File: config.mk
export PLATFORM = sky130hd
export DESIGN_NAME = lf_gear_ctrl
export DESIGN_NICKNAME = d
export VERILOG_FILES = /design/src/rtl/lf_ctrl_pkg.sv /design/src/rtl/lf_run_counter.sv /design/src/rtl/lf_gear_ctrl.sv
export SDC_FILE = /design/constraint.sdc
export NUM_CORES = 1
export LEC_CHECK = 0
export ABC_AREA = 1
export BUFFER_PORTS_ARGS = -buffer_cell sky130_fd_sc_hd__buf_2
export CAP_MARGIN = 40
export CORE_ASPECT_RATIO = 1.2
export CORE_UTILIZATION = 54
export CTS_CLUSTER_SIZE = 25
export DETAILED_ROUTE_END_ITERATION = 10
export GPL_TIMING_DRIVEN = 0
export PLACE_DENSITY = 0.9
export SLEW_MARGIN = 10
export SYNTH_ARGS = -nofsm -noshare
export SYNTH_HDL_FRONTEND = slang
export SYNTH_SLANG_ARGS = --single-unit
File: constraint.sdc
create_clock -name gen_clk_i -period 3.75 [get_ports gen_clk_i]
set_input_delay 0.375 -clock gen_clk_i [delete_from_list [all_inputs] [get_ports gen_clk_i]]
set_output_delay 0.375 -clock gen_clk_i [all_outputs]
set_load 0.1 [all_outputs]
File: src/rtl/lf_ctrl_pkg.sv
// Shared gear/state codes for the ADPLL loop-filter gain scheduler.
package lf_ctrl_pkg;

  typedef enum logic [1:0] {
    GEAR_IDLE = 2'b00,
    GEAR_ACQ  = 2'b01,
    GEAR_TRK  = 2'b10,
    GEAR_LCK  = 2'b11
  } gear_t;

endpackage

File: src/rtl/lf_run_counter.sv
// Saturating run-length counter: counts consecutive cycles with evt high,
// restarts on a miss or clear, and flags when LIMIT-1 prior hits are banked.
module lf_run_counter #(
  parameter int LIMIT = 16
) (
  input  logic gen_clk_i,
  input  logic reset_i,
  input  logic evt,
  input  logic clear,
  output logic terminal
);

  localparam int CW = (LIMIT > 1) ? $clog2(LIMIT) : 1;
  localparam logic [CW-1:0] TERM = CW'(LIMIT - 1);

  logic [CW-1:0] cnt;

  always_ff @(posedge gen_clk_i or posedge reset_i) begin
    if (reset_i) begin
      cnt <= '0;
    end else if (clear || !evt) begin
      cnt <= '0;
    end else if (cnt != TERM) begin
      cnt <= cnt + CW'(1);
    end
  end

  // High means the current hit is the LIMIT-th in a row.
  assign terminal = (cnt == TERM);

endmodule

File: src/rtl/lf_gear_ctrl.sv
// Gain-scheduling controller stepping the loop filter through ACQ/TRK/LCK.
// Optional LF_GEAR_HOLD_EN: freeze run counters for HOLDOFF cycles after each shift.
module lf_gear_ctrl
  import lf_ctrl_pkg::*;
#(
  parameter int                  ERROR_WIDTH  = 5,
  parameter int                  KP_WIDTH     = 5,
  parameter int                  KI_WIDTH     = 7,
  parameter logic [KP_WIDTH-1:0] KP_ACQ       = 5'd8,
  parameter logic [KI_WIDTH-1:0] KI_ACQ       = 7'd16,
  parameter logic [KP_WIDTH-1:0] KP_TRK       = 5'd4,
  parameter logic [KI_WIDTH-1:0] KI_TRK       = 7'd4,
  parameter logic [KP_WIDTH-1:0] KP_LCK       = 5'd1,
  parameter logic [KI_WIDTH-1:0] KI_LCK       = 7'd1,
  parameter int                  LOCK_THRESH  = 2,
  parameter int                  WINDOW       = 16,
  parameter int                  UNLOCK_COUNT = 4,
  parameter int                  HOLDOFF      = 8
) (
  input  logic                   gen_clk_i,
  input  logic                   reset_i,
  input  logic                   enable_i,
  input  logic [ERROR_WIDTH-1:0] error_i,
  output logic [KP_WIDTH-1:0]    kp_o,
  output logic [KI_WIDTH-1:0]    ki_o,
  output logic [1:0]             gear_o,
  output logic                   lock_o,
  output logic                   gear_change_o
);

  if (WINDOW < 2 || UNLOCK_COUNT < 1 || HOLDOFF < 0) begin : g_bad_param
    $error("lf_gear_ctrl: WINDOW must be >= 2, UNLOCK_COUNT >= 1, HOLDOFF >= 0");
  end

  localparam logic [ERROR_WIDTH:0] THRESH = (ERROR_WIDTH + 1)'(LOCK_THRESH);

  gear_t                   state, state_n;
  logic signed [ERROR_WIDTH:0] err_ext;
  logic [ERROR_WIDTH:0]    err_mag;
  logic                    in_band;
  logic                    state_chg;
  logic                    count_blk;
  logic                    cnt_clear;
  logic                    good_term;
  logic                    bad_term;

  // Extra sign bit so the most negative code gets its true magnitude.
  assign err_ext = {error_i[ERROR_WIDTH-1], error_i};
  assign err_mag = err_ext[ERROR_WIDTH] ? $unsigned(-err_ext) : $unsigned(err_ext);
  assign in_band = (err_mag <= THRESH);

`ifdef LF_GEAR_HOLD_EN
  localparam int HW = (HOLDOFF > 0) ? $clog2(HOLDOFF + 1) : 1;
  localparam logic [HW-1:0] HOLD_INIT = HW'(HOLDOFF);

  logic [HW-1:0] hold_cnt;

  always_ff @(posedge gen_clk_i or posedge reset_i) begin
    if (reset_i) begin
      hold_cnt <= '0;
    end else if (state_chg) begin
      hold_cnt <= (state_n == GEAR_IDLE) ? '0 : HOLD_INIT;
    end else if (hold_cnt != '0) begin
      hold_cnt <= hold_cnt - HW'(1);
    end
  end

  assign count_blk = (hold_cnt != '0);
`else
  assign count_blk = 1'b0;
`endif

  assign state_chg = (state_n != state);
  assign cnt_clear = state_chg || count_blk || (state == GEAR_IDLE);

  lf_run_counter #(.LIMIT(WINDOW)) u_good_cnt (
    .gen_clk_i (gen_clk_i),
    .reset_i   (reset_i),
    .evt       (in_band),
    .clear     (cnt_clear),
    .terminal  (good_term)
  );

  lf_run_counter #(.LIMIT(UNLOCK_COUNT)) u_bad_cnt (
    .gen_clk_i (gen_clk_i),
    .reset_i   (reset_i),
    .evt       (!in_band),
    .clear     (cnt_clear),
    .terminal  (bad_term)
  );

  always_ff @(posedge gen_clk_i or posedge reset_i) begin
    if (reset_i) begin
      state <= GEAR_IDLE;
    end else begin
      state <= state_n;
    end
  end

  always_comb begin
    state_n = state;
    if (!enable_i) begin
      state_n = GEAR_IDLE;
    end else begin
      case (state)
        GEAR_IDLE: state_n = GEAR_ACQ;
        GEAR_ACQ: begin
          if (!count_blk && in_band && good_term) state_n = GEAR_TRK;
        end
        GEAR_TRK: begin
          if (!count_blk && in_band && good_term) state_n = GEAR_LCK;
          else if (!count_blk && !in_band && bad_term) state_n = GEAR_ACQ;
        end
        GEAR_LCK: begin
          // Fall back all the way to ACQ, never one gear at a time.
          if (!count_blk && !in_band && bad_term) state_n = GEAR_ACQ;
        end
        default: state_n = GEAR_IDLE;
      endcase
    end
  end

  // Outputs follow the next state so they change on the same edge as state.
  always_ff @(posedge gen_clk_i or posedge reset_i) begin
    if (reset_i) begin
      kp_o          <= KP_ACQ;
      ki_o          <= KI_ACQ;
      gear_o        <= GEAR_IDLE;
      lock_o        <= 1'b0;
      gear_change_o <= 1'b0;
    end else begin
      gear_o        <= state_n;
      lock_o        <= (state_n == GEAR_LCK);
      gear_change_o <= state_chg;
      case (state_n)
        GEAR_TRK: begin
          kp_o <= KP_TRK;
          ki_o <= KI_TRK;
        end
        GEAR_LCK: begin
          kp_o <= KP_LCK;
          ki_o <= KI_LCK;
        end
        default: begin
          kp_o <= KP_ACQ;
          ki_o <= KI_ACQ;
        end
      endcase
    end
  end

endmodule

# Word level (Yosys, flattened, before mapping)
# Cells that the tools add are included.
[totals] ff_bits=19 input_bits=8 output_inout_bits=16 wordCells=42
[classes] n_addsub=3 magnitude_cmp=1 n_eq_ne=10 mux=12 reduce_logical=9
[op_table] cell="$mux W2" count=6
[op_table] cell="$eq A2 B2 Y1 const B" count=5
[op_table] cell="$pmux W5 S2" count=1
[op_table] cell="$mux W4" count=2
[op_table] cell="$pmux W2 S4" count=1
[op_table] cell="$pmux W4 S2" count=1
[op_table] cell="$le A6 B2 Y1 const B" count=1
[op_table] cell="$mux W6" count=1
[op_table] cell="$neg A5 Y6" count=1
[op_table] cell="$add A4 B1 Y4 const B" count=1
[op_table] cell="$eq A4 B4 Y1 const B" count=1
[op_table] cell="$ne A4 B4 Y1 const B" count=1
[op_table] cell="$reduce_bool A2 Y1" count=2
[op_table] cell="$logic_or A1 B1 Y1" count=3
[op_table] cell="$add A2 B1 Y2 const B" count=1
[op_table] cell="$eq A2 B1 Y1 const B" count=1
[op_table] cell="$logic_and A1 B1 Y1" count=2
[op_table] cell="$logic_not A2 Y1" count=1
[op_table] cell="$ne A2 B2 Y1" count=1
[op_table] cell="$ne A2 B2 Y1 const B" count=1
[op_table] cell="$logic_not A1 Y1" count=1

# Longest topological paths before layout
[depth] ltp_word=13 ltp_mapped=17 mapped_depth_nobuf=17

# By module
# A second synthesis with hierarchy kept.
[hier_totals] cells_unflattened=107 hier_area_um2=804.5
[modules_own_cells] mod="lf_gear_ctrl" instances=1 cells_each=62 area_each_um2=470.5 seq_area_each_um2=151.4
[modules_own_cells] mod="lf_run_counter at u_good_cnt" instances=1 cells_each=31 area_each_um2=227.7 seq_area_each_um2=100.1
[modules_own_cells] mod="lf_run_counter at u_bad_cnt" instances=1 cells_each=14 area_each_um2=106.4 seq_area_each_um2=50.0

# Least setup slack after synthesis
# Ideal clock, no wire load.
[synth_path] kind="flip-flop to flip-flop" start="register gear_o[1] (netlist name)" end="register u_good_cnt.cnt[0]" setup_time_ps=69 arrival_time_ps=2101 required_time_ps=3681 path_slack_ps=1580 stages_incl_launch_ff=11 n_path_buf=0 period_less_slack_ps=2170 cell_sequence="dfrtp_1 nor2_1 bufinv_8 nand2_1 o21ai_2 nand2_4 nand2_2 nand2_4 nor2_8 nand3_4 nor2_2"
[synth_rtl] item="end signal, assigned" line_no="lf_run_counter.sv:24" source="cnt <= cnt + CW'(1);"
[synth_rtl] item="end, declared" line_no="lf_run_counter.sv:16" source="logic [CW-1:0] cnt;"

# Final worst setup path
[layout_path] start="register u_good_cnt.cnt[0]" end="register u_good_cnt.cnt[0]"
[layout_between] elab_chain_cells=9 elab_cells_between_ends=14 classes_between="add/sub (1); eq/ne (3); mux (6); reduce/logical (4)"
[layout_lines] item="$eq A4 B4 Y1" line_no="lf_run_counter.sv:29" source="assign terminal = (cnt == TERM);"
[layout_lines] item="$logic_and A1 B1 Y1" line_no="lf_gear_ctrl.sv:108, lf_gear_ctrl.sv:111"
[layout_lines] item="$mux W2, on equally long branches" line_no="lf_gear_ctrl.sv:111, lf_gear_ctrl.sv:108"
[layout_lines] item="$pmux W2 S4" line_no="lf_gear_ctrl.sv:105" source="case (state)"
[layout_lines] item="$mux W2" line_no="lf_gear_ctrl.sv:102" source="if (!enable_i) begin"
[layout_lines] item="$ne A2 B2 Y1" line_no="lf_gear_ctrl.sv:73" source="assign state_chg = (state_n != state);"
[layout_lines] item="$logic_or A1 B1 Y1" line_no="lf_gear_ctrl.sv:74" source="assign cnt_clear = state_chg || count_blk || (state == GEAR_IDLE);"
[layout_lines] item="$logic_or A1 B1 Y1" line_no="lf_run_counter.sv:21" source="end else if (clear || !evt) begin"
[layout_lines] item="$mux W4 / $reduce_bool A2 Y1 (equally long branches)"
# Parallel ways exist; a longest one is shown, timed or not. The select of a mux whose other input is x is not followed.
# A chain may end at the register's enable or synchronous reset.

==> metrics.txt <==
clock transition at the registers of the reported paths=0.08 ns; total leakage power=0.6013 nW; CP Data Required Time=3.95 ns; Hold/Removal Path Class=in -> async; Post-CTS Hold Fix Bufs=0; Area Growth Syn to Fin=18.89%; RSZ-0062 raised after global routing=no; library cells used by synthesis=25; first-pass GRT wire length=2125 microns; Avg Inst Size Synth=8.217 sq um; Pre-Repair DR Iteration Count=4; Slew Limit Fails=0; Synth area leaders=dfrtp_1 (32%), buf_4 (8.8%), inv_1 (7.0%), nand2_1 (6.1%), nand2_2 (5.1%); Syn Inst Count=104; CP max FO=7; FF-to-FF path depth=11; Yosys top cell area share=0.3221; Post-CTS Setup Inserts=0; die area=0.001746 sq mm; Clock Sinks=12; IO Port Bufs=17; Die Ht=45.58 microns; Synth Flop Type=dfrtp_1; root buffer cell=clkbuf_4; max cap viols=0; Max VDD drop=0.0002009 V; outcome=completed; number of antenna diodes=0; gpl congestion=0.7659; period utilization=0.5155; Worst Setup End Kind=flop; Wirelength per Cell=9.531 microns; crit-path max cell delay=0.40 ns; gr usage total=0.1685; post-route cell area=0.001016 sq mm; FMAX=0.5173 GHz; 1st-iter DRT viols=2; CP max stage cell=dfrtp_1; share of layout cells above drive strength 1=0.4077; power per cell area=325.2 mW/mm^2; yosys warns=0; core footprint=0.001464 sq mm; worst reg2reg endpoint=u_good_cnt.cnt[0]; Synth Register Bits=12; post_cts resized=0; post-DP HPWL=1137 microns; CTS max path bufs=2; ANT nets after route=0; Num CTS Buffers=3; minimum clock period=1.933 ns; top-count cell post-synth=inv_1; Final nets=142; Starting Density=0.5838; overflow left after global routing=0; fin cells=147; Critical Path, Cell by Cell=ha_1 -> nand3_1 -> inv_1 -> nand3_2 -> o21ai_2 -> nand2_4 -> nand2_2 -> nand2_4 -> nor2_8 -> nand3_4 -> nor2_2; final setup violation count=0; setup TNS=0 ns; Std-Cell Rows=15; vias in the first global route=580; largest net degree at the start of global routing=13; dpl cells=143; Worst Path Arrival=2.13 ns; hold violation count in the final report=0; Post-synth top cells=inv_1 (16), nand2_1 (14), dfrtp_1 (11), buf_4 (10), nor2_1 (10); Startpoint Class=flop; crit-path most repeated cell=nand2_4; worst skew pair latency=0.27 ns; io pins=24; CTS H-tree depth=1; clk_skew=0.002710 ns; Post-synth EDFFs=0; asr flop ratio synth=1.000; Yosys top cell by area=dfrtp_1; placed inst area=979.7 sq um; initial antenna violation count=0; WS Path Type=reg -> reg; TritonCTS clock tree=done; Vias per Instance=4.755; register area share after synthesis=0.3529; R2R Path Start=u_good_cnt.cnt[0]; WL final=1401 microns; vias=699; Die Width=38.32 microns; post-synthesis cell area=854.6 sq um; Worst R2R Setup Slack=1.82 ns; drt drc=0
per-layer routing:
layer / part of all wire / GRT usage / up-vias
met2: 0.53 / 0.3186 / 22
li1: - / - / 359
met4: 0.018 / 0.06429 / 0
met3: 0.031 / 0.01471 / 4
met1: 0.42 / 0.1883 / 314
met5: 0 / 0 / -
registers in the layout, summed over array words and instances (netlist names):
signal,flops
u_bad_cnt.cnt,2
u_good_cnt.cnt,4
kp_o,3
gear_o,2
gear_change_o,1
cell type report:
cell class                      instances  area [sq um]
Fill cell                             116         447.9
Inverter                               18         81.33
Buffer                                 10         75.07
Multi-Input combinational cell         69         415.4
Clock buffer                            4         36.28
Tap cell                               17         21.27
Sequential cell                        12         301.5
Timing Repair Buffer                   17         85.08
kinds of logic (layout without fill, tap and decap cells):
| kind of cell | Yosys count | after routing | synth area share |
|---|---|---|---|
| buffers and inverters | 28 | 49 | 0.1830 |
| flip-flops | 12 | 12 | 0.3529 |
| AO/OA/AOI/OAI | 7 | 7 | 0.04538 |
| adder cells (fa/ha/maj) | 3 | 3 | 0.04393 |
| XOR/XNOR | 2 | 2 | 0.02050 |
| other | 1 | 6 | 0.004388 |
| AND/OR/NAND/NOR | 51 | 51 | 0.3499 |
metrics by stage:
step / setup WS (ns) / util / power [mW] / hold WS, ns
after floorplan: 1.580 / - / 0.2191 / 0.2390
after global placement: 1.672 / 0.6692 / 0.2303 / 0.3843
after detailed placement: 1.614 / 0.6692 / 0.2326 / 0.4059
after CTS: 1.826 / 0.6940 / 0.3321 / 0.1196
after global routing: 1.695 / 0.6940 / 0.3484 / 0.1375
final: 1.817 / 0.6940 / 0.3303 / 0.1022
worst max-delay path by stage:
| stage | start | end | slack, ns |
|---|---|---|---|
| 6_report | u_good_cnt.cnt[0] | u_good_cnt.cnt[0] | 1.82 |
| 5_1_grt | u_good_cnt.cnt[0] | u_good_cnt.cnt[0] | 1.70 |
| 4_1_cts | u_good_cnt.cnt[0] | u_good_cnt.cnt[0] | 1.83 |
| 2_1_floorplan | gear_o[1] | u_good_cnt.cnt[0] | 1.58 |
| 3_3_place_gp | error_i[0] | u_good_cnt.cnt[3] | 1.67 |
| 3_5_place_dp | error_i[0] | u_good_cnt.cnt[0] | 1.61 |
power breakdown:
part           total [mW]  switching, mW  internal (mW)
registers           0.136        0.00276          0.133
clock network       0.100         0.0416         0.0589
logic              0.0938         0.0710         0.0228
total               0.330          0.115          0.215
critical path, delay by kind of cell (launching register included):
family	cells	cell delay [ns]
compound gates	1	0.24
fa+ha+maj	1	0.22
buf+inv	1	0.13
flops	1	0.40
simple gates	8	0.86
placed cells by master, fill, tap and decap left out, drive strengths merged:
cell type  count
a21oi          3
buf           27
bufinv         1
clkbuf         4
conb           6
dfrtp         11
dfstp          1
ha             3
inv           17
nand2         24
nand3          9
nand4          3
nor2          14
o21ai          4
or2            1
xnor2          1
xor2           1
No activity file was read; power rests on OpenSTA's default activity.
